File: src/rtl/codma_pkg.sv
// codma_pkg: sequencer state encoding, bus size codes, chunk byte counts and
// error codes shared by the CODMA control stage.
package codma_pkg;

  typedef logic [2:0] seq_state_t;

  // Sequencer states (plain constants so legacy tools can read the encoding)
  localparam logic [2:0] SEQ_IDLE    = 3'd0;
  localparam logic [2:0] SEQ_CHECK   = 3'd1;
  localparam logic [2:0] SEQ_RD_REQ  = 3'd2;
  localparam logic [2:0] SEQ_RD_WAIT = 3'd3;
  localparam logic [2:0] SEQ_WR_REQ  = 3'd4;
  localparam logic [2:0] SEQ_WR_WAIT = 3'd5;
  localparam logic [2:0] SEQ_DONE    = 3'd6;
  localparam logic [2:0] SEQ_ERR     = 3'd7;

  // Bus size codes understood by the read/write machines
  localparam logic [7:0] SIZE_8W = 8'd9;
  localparam logic [7:0] SIZE_4W = 8'd8;
  localparam logic [7:0] SIZE_2W = 8'd3;

  // Bytes moved by one chunk of each size
  localparam logic [5:0] BYTES_8W = 6'd32;
  localparam logic [5:0] BYTES_4W = 6'd16;
  localparam logic [5:0] BYTES_2W = 6'd8;

  // Task error codes
  localparam logic [1:0] ERR_NONE  = 2'd0;
  localparam logic [1:0] ERR_BUS   = 2'd1;
  localparam logic [1:0] ERR_LEN   = 2'd2;
  localparam logic [1:0] ERR_ALIGN = 2'd3;

endpackage

File: src/rtl/read_pkg.sv
// read_pkg: state encoding published by read_machine, observed by the sequencer.
package read_pkg;

  typedef enum logic [1:0] {
    RD_IDLE = 2'd0,
    RD_ADDR = 2'd1,
    RD_DATA = 2'd2,
    RD_RESP = 2'd3
  } read_state_t;

endpackage

File: src/rtl/write_pkg.sv
// write_pkg: state encoding published by write_machine, observed by the sequencer.
package write_pkg;

  typedef enum logic [1:0] {
    WR_IDLE = 2'd0,
    WR_ADDR = 2'd1,
    WR_DATA = 2'd2,
    WR_RESP = 2'd3
  } write_state_t;

endpackage

File: src/rtl/codma_chunk_sel.sv
// codma_chunk_sel: picks the largest bus chunk that fits in the remaining
// byte count (32, then 16, then 8 bytes). Purely combinational.
module codma_chunk_sel
  import codma_pkg::*;
#(
  parameter int LEN_W = 16
) (
  input  logic [LEN_W-1:0] remaining_i,
  output logic [7:0]       size_o,
  output logic [5:0]       bytes_o
);

  // Largest chunk not exceeding the remaining length
  always_comb begin
    if (remaining_i >= LEN_W'(BYTES_8W)) begin
      size_o  = SIZE_8W;
      bytes_o = BYTES_8W;
    end else if (remaining_i >= LEN_W'(BYTES_4W)) begin
      size_o  = SIZE_4W;
      bytes_o = BYTES_4W;
    end else begin
      size_o  = SIZE_2W;
      bytes_o = BYTES_2W;
    end
  end

endmodule

File: src/rtl/codma_task_sequencer.sv
// codma_task_sequencer: splits one copy task into 32/16/8-byte chunks and
// hands each chunk first to read_machine, then to write_machine.
// Optional build macro: CODMA_ALIGN_CHECK_EN adds an 8-byte address
// alignment check (error code 3) to the task validation step.
module codma_task_sequencer
  import codma_pkg::*, read_pkg::*, write_pkg::*;
#(
  parameter int LEN_W = 16
) (
  input  logic             clk_i,
  input  logic             reset_n_i,
  input  logic             start_i,
  input  logic [31:0]      src_addr_i,
  input  logic [31:0]      dst_addr_i,
  input  logic [LEN_W-1:0] len_i,
  output logic             busy_o,
  output logic             done_o,
  output logic             error_o,
  output logic [1:0]       err_code_o,
  output logic             need_read_o,
  output logic             need_write_o,
  output logic [31:0]      reg_addr_o,
  output logic [7:0]       reg_size_o,
  input  read_state_t      rd_state_i,
  input  write_state_t     wr_state_i,
  input  logic             bus_error_i
);

  seq_state_t       state_reg, state_next;
  logic [31:0]      cur_src_reg, cur_src_next;
  logic [31:0]      cur_dst_reg, cur_dst_next;
  logic [LEN_W-1:0] remaining_reg, remaining_next;
  logic [1:0]       err_code_reg, err_code_next;
  logic [5:0]       chunk_bytes_reg;
  logic [7:0]       size_reg;
  logic [31:0]      addr_reg;
  logic             busy_reg, done_reg, error_reg;
  logic             need_read_reg, need_write_reg;
  logic [7:0]       sel_size;
  logic [5:0]       sel_bytes;

  // The chunk is chosen from the count that will be current once RD_REQ is
  // entered, so a new chunk is ready on the same edge as the request.
  codma_chunk_sel #(.LEN_W(LEN_W)) u_chunk_sel (
    .remaining_i (remaining_next),
    .size_o      (sel_size),
    .bytes_o     (sel_bytes)
  );

  // Next-state, task bookkeeping and error classification
  always_comb begin
    state_next     = state_reg;
    cur_src_next   = cur_src_reg;
    cur_dst_next   = cur_dst_reg;
    remaining_next = remaining_reg;
    err_code_next  = err_code_reg;
    case (state_reg)
      SEQ_IDLE: begin
        if (start_i) begin
          cur_src_next   = src_addr_i;
          cur_dst_next   = dst_addr_i;
          remaining_next = len_i;
          err_code_next  = ERR_NONE;
          state_next     = SEQ_CHECK;
        end
      end
      SEQ_CHECK: begin
        if (remaining_reg == '0) begin
          state_next = SEQ_DONE;
        end else if (remaining_reg[2:0] != 3'd0) begin
          state_next    = SEQ_ERR;
          err_code_next = ERR_LEN;
        end
`ifdef CODMA_ALIGN_CHECK_EN
        else if ((cur_src_reg[2:0] != 3'd0) || (cur_dst_reg[2:0] != 3'd0)) begin
          state_next    = SEQ_ERR;
          err_code_next = ERR_ALIGN;
        end
`endif
        else begin
          state_next = SEQ_RD_REQ;
        end
      end
      SEQ_RD_REQ: begin
        if (bus_error_i) begin
          state_next    = SEQ_ERR;
          err_code_next = ERR_BUS;
        end else if (rd_state_i != RD_IDLE) begin
          state_next = SEQ_RD_WAIT;
        end
      end
      SEQ_RD_WAIT: begin
        if (bus_error_i) begin
          state_next    = SEQ_ERR;
          err_code_next = ERR_BUS;
        end else if (rd_state_i == RD_IDLE) begin
          state_next = SEQ_WR_REQ;
        end
      end
      SEQ_WR_REQ: begin
        if (bus_error_i) begin
          state_next    = SEQ_ERR;
          err_code_next = ERR_BUS;
        end else if (wr_state_i != WR_IDLE) begin
          state_next = SEQ_WR_WAIT;
        end
      end
      SEQ_WR_WAIT: begin
        if (bus_error_i) begin
          state_next    = SEQ_ERR;
          err_code_next = ERR_BUS;
        end else if (wr_state_i == WR_IDLE) begin
          remaining_next = remaining_reg - {{(LEN_W-6){1'b0}}, chunk_bytes_reg};
          cur_src_next   = cur_src_reg + {26'd0, chunk_bytes_reg};
          cur_dst_next   = cur_dst_reg + {26'd0, chunk_bytes_reg};
          state_next     = (remaining_next == '0) ? SEQ_DONE : SEQ_RD_REQ;
        end
      end
      SEQ_DONE: state_next = SEQ_IDLE;
      SEQ_ERR:  state_next = SEQ_IDLE;
      default:  state_next = SEQ_IDLE;
    endcase
  end

  // State registers; every output is decoded from the next state so it is
  // registered yet aligned with the state it belongs to.
  always_ff @(posedge clk_i) begin
    if (!reset_n_i) begin
      state_reg       <= SEQ_IDLE;
      cur_src_reg     <= '0;
      cur_dst_reg     <= '0;
      remaining_reg   <= '0;
      err_code_reg    <= ERR_NONE;
      chunk_bytes_reg <= '0;
      size_reg        <= '0;
      addr_reg        <= '0;
      busy_reg        <= 1'b0;
      done_reg        <= 1'b0;
      error_reg       <= 1'b0;
      need_read_reg   <= 1'b0;
      need_write_reg  <= 1'b0;
    end else begin
      state_reg      <= state_next;
      cur_src_reg    <= cur_src_next;
      cur_dst_reg    <= cur_dst_next;
      remaining_reg  <= remaining_next;
      err_code_reg   <= err_code_next;
      busy_reg       <= (state_next != SEQ_IDLE);
      done_reg       <= (state_next == SEQ_DONE);
      error_reg      <= (state_next == SEQ_ERR);
      need_read_reg  <= (state_next == SEQ_RD_REQ);
      need_write_reg <= (state_next == SEQ_WR_REQ);
      if ((state_next == SEQ_RD_REQ) || (state_next == SEQ_RD_WAIT)) begin
        addr_reg <= cur_src_next;
      end else if ((state_next == SEQ_WR_REQ) || (state_next == SEQ_WR_WAIT)) begin
        addr_reg <= cur_dst_next;
      end
      // Chunk is captured once per chunk and held through its write phase
      if ((state_next == SEQ_RD_REQ) && (state_reg != SEQ_RD_REQ)) begin
        size_reg        <= sel_size;
        chunk_bytes_reg <= sel_bytes;
      end
    end
  end

  assign busy_o       = busy_reg;
  assign done_o       = done_reg;
  assign error_o      = error_reg;
  assign err_code_o   = err_code_reg;
  assign need_read_o  = need_read_reg;
  assign need_write_o = need_write_reg;
  assign reg_addr_o   = addr_reg;
  assign reg_size_o   = size_reg;

endmodule

File: config.mk
export PLATFORM = sky130hd
export DESIGN_NAME = codma_task_sequencer
export DESIGN_NICKNAME = d
export VERILOG_FILES = /design/src/rtl/codma_pkg.sv /design/src/rtl/read_pkg.sv /design/src/rtl/write_pkg.sv /design/src/rtl/codma_chunk_sel.sv /design/src/rtl/codma_task_sequencer.sv
export SDC_FILE = /design/constraint.sdc
export NUM_CORES = 1
export LEC_CHECK = 0
export BUFFER_PORTS_ARGS = -buffer_cell sky130_fd_sc_hd__buf_2
export CAP_MARGIN = 20
export CELL_PAD_IN_SITES_DETAIL_PLACEMENT = 1
export CELL_PAD_IN_SITES_GLOBAL_PLACEMENT = 1
export CORE_MARGIN = 2
export CORE_UTILIZATION = 44
export CTS_CLUSTER_DIAMETER = 150
export DETAILED_ROUTE_END_ITERATION = 10
export GPL_ROUTABILITY_DRIVEN = 0
export PLACE_DENSITY = 0.85
export REMOVE_ABC_BUFFERS = 1
export SLEW_MARGIN = 20
export SYNTH_ARGS = -nofsm -noshare
export SYNTH_HDL_FRONTEND = slang
export SYNTH_SLANG_ARGS = --single-unit
File: constraint.sdc
create_clock -name clk_i -period 7.1 [get_ports clk_i]
set_input_delay 1.065 -clock clk_i [delete_from_list [all_inputs] [get_ports clk_i]]
set_output_delay 1.065 -clock clk_i [all_outputs]
set_load 0.01 [all_outputs]
* Word-level counts from Yosys, hierarchy flattened
Index checks and enable logic that the tools add are counted.
** Storage, ports and cells
- Register bits :: 136
- Input bits :: 88
- Output and inout port bits :: 47
- Logic and storage cells :: 89
** Operators by class
- Equality and inequality tests :: 18
- Muxes and demuxes :: 36
- Add/subtract/negate cells :: 3
- Reduce and logical (&&, ||, !) cells :: 17
- $lt $le $gt $ge :: 2
** Operators with widths (count)
- 32-bit two-way mux :: 8
- 32-bit case mux with 2 select lines :: 2
- 32-bit by 6-bit adder with 32-bit output :: 2
- 16-bit two-way mux :: 3
- 3-bit two-way mux :: 12
- 16-bit logical NOT :: 2
- 16-bit case mux with 2 select lines :: 1
- 3-bit == test (second input constant) :: 8
- 3-bit case mux with 7 select lines :: 1
- 16-bit by 5-bit >= comparator with 1-bit output (second input constant) :: 1
- 16-bit by 6-bit >= comparator with 1-bit output (second input constant) :: 1
- 16-bit by 6-bit subtractor with 16-bit output :: 1
- 3-bit by 2-bit == test with 1-bit output (second input constant) :: 4
- 3-bit nonzero test :: 3
- 2-bit two-way mux :: 4
- 8-bit two-way mux :: 1
- 6-bit two-way mux :: 1
- 2-bit inequality test (second input constant) :: 3
- 2-bit case mux with 3 select lines :: 1
- 2-bit nonzero test :: 3
- 5-bit two-way mux :: 1
- 5-bit AND reduction :: 1
- 2-bit logical NOT :: 2
- 4-bit two-way mux :: 1
- other kinds (8) :: 9

* Longest topological paths before layout
- Depth after elaboration :: 10
- Depth in mapped cells :: 16

* Cells and area by module
Synthesis repeated with hierarchy kept, for this count alone.
** Second synthesis, totals
- Cell total of the unflattened synthesis :: 1023
- Area, all modules :: 8200.4 um2
** By module, submodules not included
- codma_task_sequencer :: cells each 1003, sequential area each 2722.6 um2, area each 8062.7 um2, instances 1
- codma_chunk_sel :: cells each 20, sequential area each 0.0 um2, area each 137.6 um2, instances 1

* Worst setup path before layout
OpenSTA, ideal clock, no wires.
- Path type :: input-to-reg
- From :: in bus_error_i
- To :: reg addr_reg[25] (netlist: reg_addr_o[25])
- Stages :: 10
- Data required time :: 6.959 ns
- Library setup time :: 0.141 ns
- Data arrival time :: 3.053 ns
- Slack :: 3.906 ns
- Cells stage by stage :: buf_6 or4b_4 buf_6 nor4_4 nor3b_4 nand2_1 o21ai_0 nand2_1 a21oi_1 o221ai_1
** On the way
- Word-level cells in the longest chain between the ends :: 5
** Ends and longest elaborated chain
- start: declaration :: RTL line codma_task_sequencer.sv:26 : input logic bus_error_i
- 3-bit two-way mux, on equally long branches
- 3-bit case mux with 7 select lines :: RTL line codma_task_sequencer.sv:57 : case (state_reg)
- 3-bit by 2-bit == test with 1-bit output / 3-bit == test (equally long branches) :: RTL line codma_task_sequencer.sv:153, codma_task_sequencer.sv:155
- 1-bit logical OR, on equally long branches :: RTL line codma_task_sequencer.sv:153, codma_task_sequencer.sv:155
- 32-bit two-way mux / 2-bit nonzero test (equally long branches)
- end signal: assignment :: RTL line codma_task_sequencer.sv:154 : addr_reg <= cur_src_next;
- end signal: assignment :: RTL line codma_task_sequencer.sv:156 : addr_reg <= cur_dst_next;
- end: declaration :: RTL line codma_task_sequencer.sv:36 : logic [31:0] addr_reg;
Parallel ways exist; a longest one is shown, timed or not. The select of a mux whose other input is x is not followed.
A chain may end at the register's enable or synchronous reset.

* Worst setup path after layout
- From :: reg remaining_reg[3]
- To :: reg addr_reg[15] (netlist: reg_addr_o[15])
** On the way
- Word-level cells in the longest chain between the ends :: 9
** Ends and longest elaborated chain
- start: declaration :: RTL line codma_task_sequencer.sv:32 : logic [LEN_W-1:0] remaining_reg, remaining_next;
- start signal: assignment :: RTL line codma_task_sequencer.sv:146 : remaining_reg <= remaining_next;
- 16-bit by 6-bit subtractor with 16-bit output :: RTL line codma_task_sequencer.sv:113 : remaining_next = remaining_reg - {{(LEN_W-6){1'b0}}, chunk_bytes_reg};
- 16-bit logical NOT :: RTL line codma_task_sequencer.sv:116 : state_next = (remaining_next == '0) ? SEQ_DONE : SEQ_RD_REQ;
- 3-bit two-way mux :: RTL line codma_task_sequencer.sv:116
- 3-bit two-way mux :: RTL line codma_task_sequencer.sv:112 : end else if (wr_state_i == WR_IDLE) begin
- 3-bit two-way mux :: RTL line codma_task_sequencer.sv:109 : if (bus_error_i) begin
- 3-bit case mux with 7 select lines (*) :: RTL line codma_task_sequencer.sv:57
- 3-bit by 2-bit == test with 1-bit output / 3-bit == test (equally long branches) :: RTL line codma_task_sequencer.sv:153, codma_task_sequencer.sv:155
- 1-bit logical OR, on equally long branches :: RTL line codma_task_sequencer.sv:153, codma_task_sequencer.sv:155
- 32-bit two-way mux / 2-bit nonzero test (equally long branches)
Mark *: on every way between the ends. The rest lies on a longest branch, timed or not.

==> reports/qor.yml <==
async_flop_share_pct: 0
setup_tns_ns: 0
drt-total-wl_um: 23600
swShare_pct: 44.4
dr_total_vias: 7234
crit_path_end_kind: "register"
layout-drive-gt1-share_pct: 18.9
drt_iter0_markers: 532
crit_path_cell_trace: "inv_1 -> ha_1 -> fa_1 -> nand2b_1 -> nand2_1 -> xor2_1 -> nand3_1 -> a21oi_1 -> or2_2 -> inv_1 -> ha_1 -> nand3b_1 -> a21oi_1 -> a31oi_1 -> o21ai_0"
p_leak_nw: 3.23
ys_types: 76
dp_hpwl_um: 16000
drtPass1Iterations: 6
whs_ns: 0.466
core_area_sq_mm: 0.0153
die_height_um: 129
skew_ns: 0.00777
die_w_um: 129
antenna_left: 0
hp-class: "register to register"
grt_pass1_vias: 7282
crit_family: "simple AND/OR/NAND/NOR gates"
fin_crit_ns: 4.45
start_util_pct: 45.1
syn_to_final_growth_pct: 17.8
hold_viol_final: 0
ctsRootBufferMaster: "clkbuf_16"
p_int_mw: 1.95
grt-ovfl-total: 0
fill_cells: 1881
clk_pin_slew_worst_paths_ns: 0.05
nets: 1061
antenna_cells: 0
setup_slack_ns: 2.65
power_mw: 3.51
drcViolationCount: 0
port_buffers: 129
yosys.area.top_type: "dfxtp_1"
clock_latency_ns: 0.42
ys_seq_area_share_pct: 36.9
netlist_top_cells_count: "dfxtp_1 (127), nor2_1 (113), nand2_1 (98)"
yosysMostFrequentCell: "dfxtp_1"
synthCells: 866
status: "finished clean"
grt_pass1_wl_um: 37600
clock_power_share_pct: 22.8
power_density_mw_per_mm2: 433
cts_buffers: 17
cts_tree: "done"
rsz0062_at_grt: "false"
crit_type: "register to register"
yosys_warnings: 0
viasPerCell: 6.13
wire_per_inst_um: 20.0
rows: 45
clock.fmax_ghz: 0.225
slew_viol_final: 0
worst-path-max-fanout: 21
finish.utilization_pct: 53.1
cts_resized: 0
ys_ff_latch: 127
required_ns: 7.43
dp_slack_ns: 2.64
comb_power_share_pct: 45.5
cts-htree-levels: 4
relSlewSlack_pct: 32.6
grt_use_total_pct: 28.6
p_seq_share_pct: 31.8
critPathBufInv: 2
clock_path_buffers: 2
ioPinCount: 135
tightest_slew_ns: 1.01
post-route-period-util_pct: 62.7
post_cts_buffers: 0
p_switching_mw: 1.56
ir_drop_v: 0.000286
grt_max_degree: 88
syn_avg_cell_area_sq_um: 7.95
max_cap_viol_count: 0
dieArea_sq_mm: 0.0167
critPathArrivalTime_ns: 4.79
cts_sinks: 127
ys.flop_type: "dfxtp_1"
synth_edf_count: 0
synth_area_leaders: "dfxtp_1 (37%), nor2_1 (6.2%), nand2_1 (5.3%)"
synth_top_area_share_pct: 36.9
setup_violations: 0
worstSetupStartpointType: "register"
slowest_delay_ns: 0.91
crit_slowest_cell: "nand3b_1"
ctsHoldBuffers: 0
antenna_found_initial: 0
syn_area_sq_mm: 0.00689
routing by layer:
metal	vias to the layer above	global-route usage, %	routed length (um)
met1	3556	37.6	10700
met4	0	11.8	622
met2	235	47.1	11200
met3	42	4.54	1130
li1	3401	-	-
met5	-	0	0
kinds of logic after synthesis:
kind of cell / after synthesis / synth area share (%)
AND/OR/NAND/NOR: 386 / 28.2
AO/OA/AOI/OAI: 237 / 24.3
flip-flops: 127 / 36.9
buffers and inverters: 83 / 5.11
adder cells (fa/ha/maj): 13 / 2.69
multiplexers: 11 / 1.67
XOR/XNOR: 8 / 1.02
other: 1 / 0.0545
tightest hold or removal path, cell delays in order, from the launching register on:
cell and delay, ns:
dfxtp_1 0.29, nand2_1 0.06, a21oi_1 0.06
metrics by stage:
step,cell area (sq um),cells
4_1_cts,8110,1180
5_1_grt,8110,1180
6_report,8110,1180
3_3_place_gp,7580,1152
3_5_place_dp,7580,1152
2_1_floorplan,6610,804
area by class of cell:
class                      instances  area, sq um  area share [%]
tap                              211          264            3.26
inverter                          17         63.8           0.787
clock buffer                      28          527            6.50
multi-input combinational        660         4010            49.4
timing repair buffer             137          706            8.70
sequential                       127         2540            31.4
worst paths after layout:
check	endpoint	depth (start not counted)	start	slack (ns)
setup / recovery	reg_addr_o[15]	15	remaining_reg[3]	2.65
hold reg to reg	cur_dst_reg[1]	2	cur_dst_reg[1]	0.47
hold / removal	cur_dst_reg[1]	2	cur_dst_reg[1]	0.47
setup reg to reg	reg_addr_o[15]	15	remaining_reg[3]	2.65
power groups by stage:
stage,Sequential (mW),Combinational [mW],Clock (mW)
2_1_floorplan,1.11,0.999,0
4_1_cts,1.11,1.58,0.804
3_5_place_dp,1.12,1.56,0
6_report,1.12,1.60,0.800
3_3_place_gp,1.12,1.51,0
5_1_grt,1.14,1.75,0.835
placed cells by master (no fill, tap or decap), drive strengths merged, types with 7 or more instances in the layout:
cell type | synthesis | routed
a211oi | 9 | 9
a21o | 7 | 7
a21oi | 52 | 52
a221oi | 20 | 20
a222oi | 8 | 8
a31oi | 15 | 15
and2 | 13 | 13
and3 | 7 | 7
buf | 14 | 137
clkbuf | 52 | 28
dfxtp | 127 | 127
ha | 10 | 10
inv | 16 | 17
mux2i | 10 | 10
nand2 | 98 | 98
nand3 | 44 | 44
nand4 | 19 | 19
nor2 | 114 | 114
nor2b | 8 | 8
nor3 | 27 | 27
nor4 | 16 | 16
o21ai | 52 | 52
o221ai | 24 | 24
o311a | 9 | 9
or3 | 9 | 9
No activity file was read; power rests on OpenSTA's default activity.
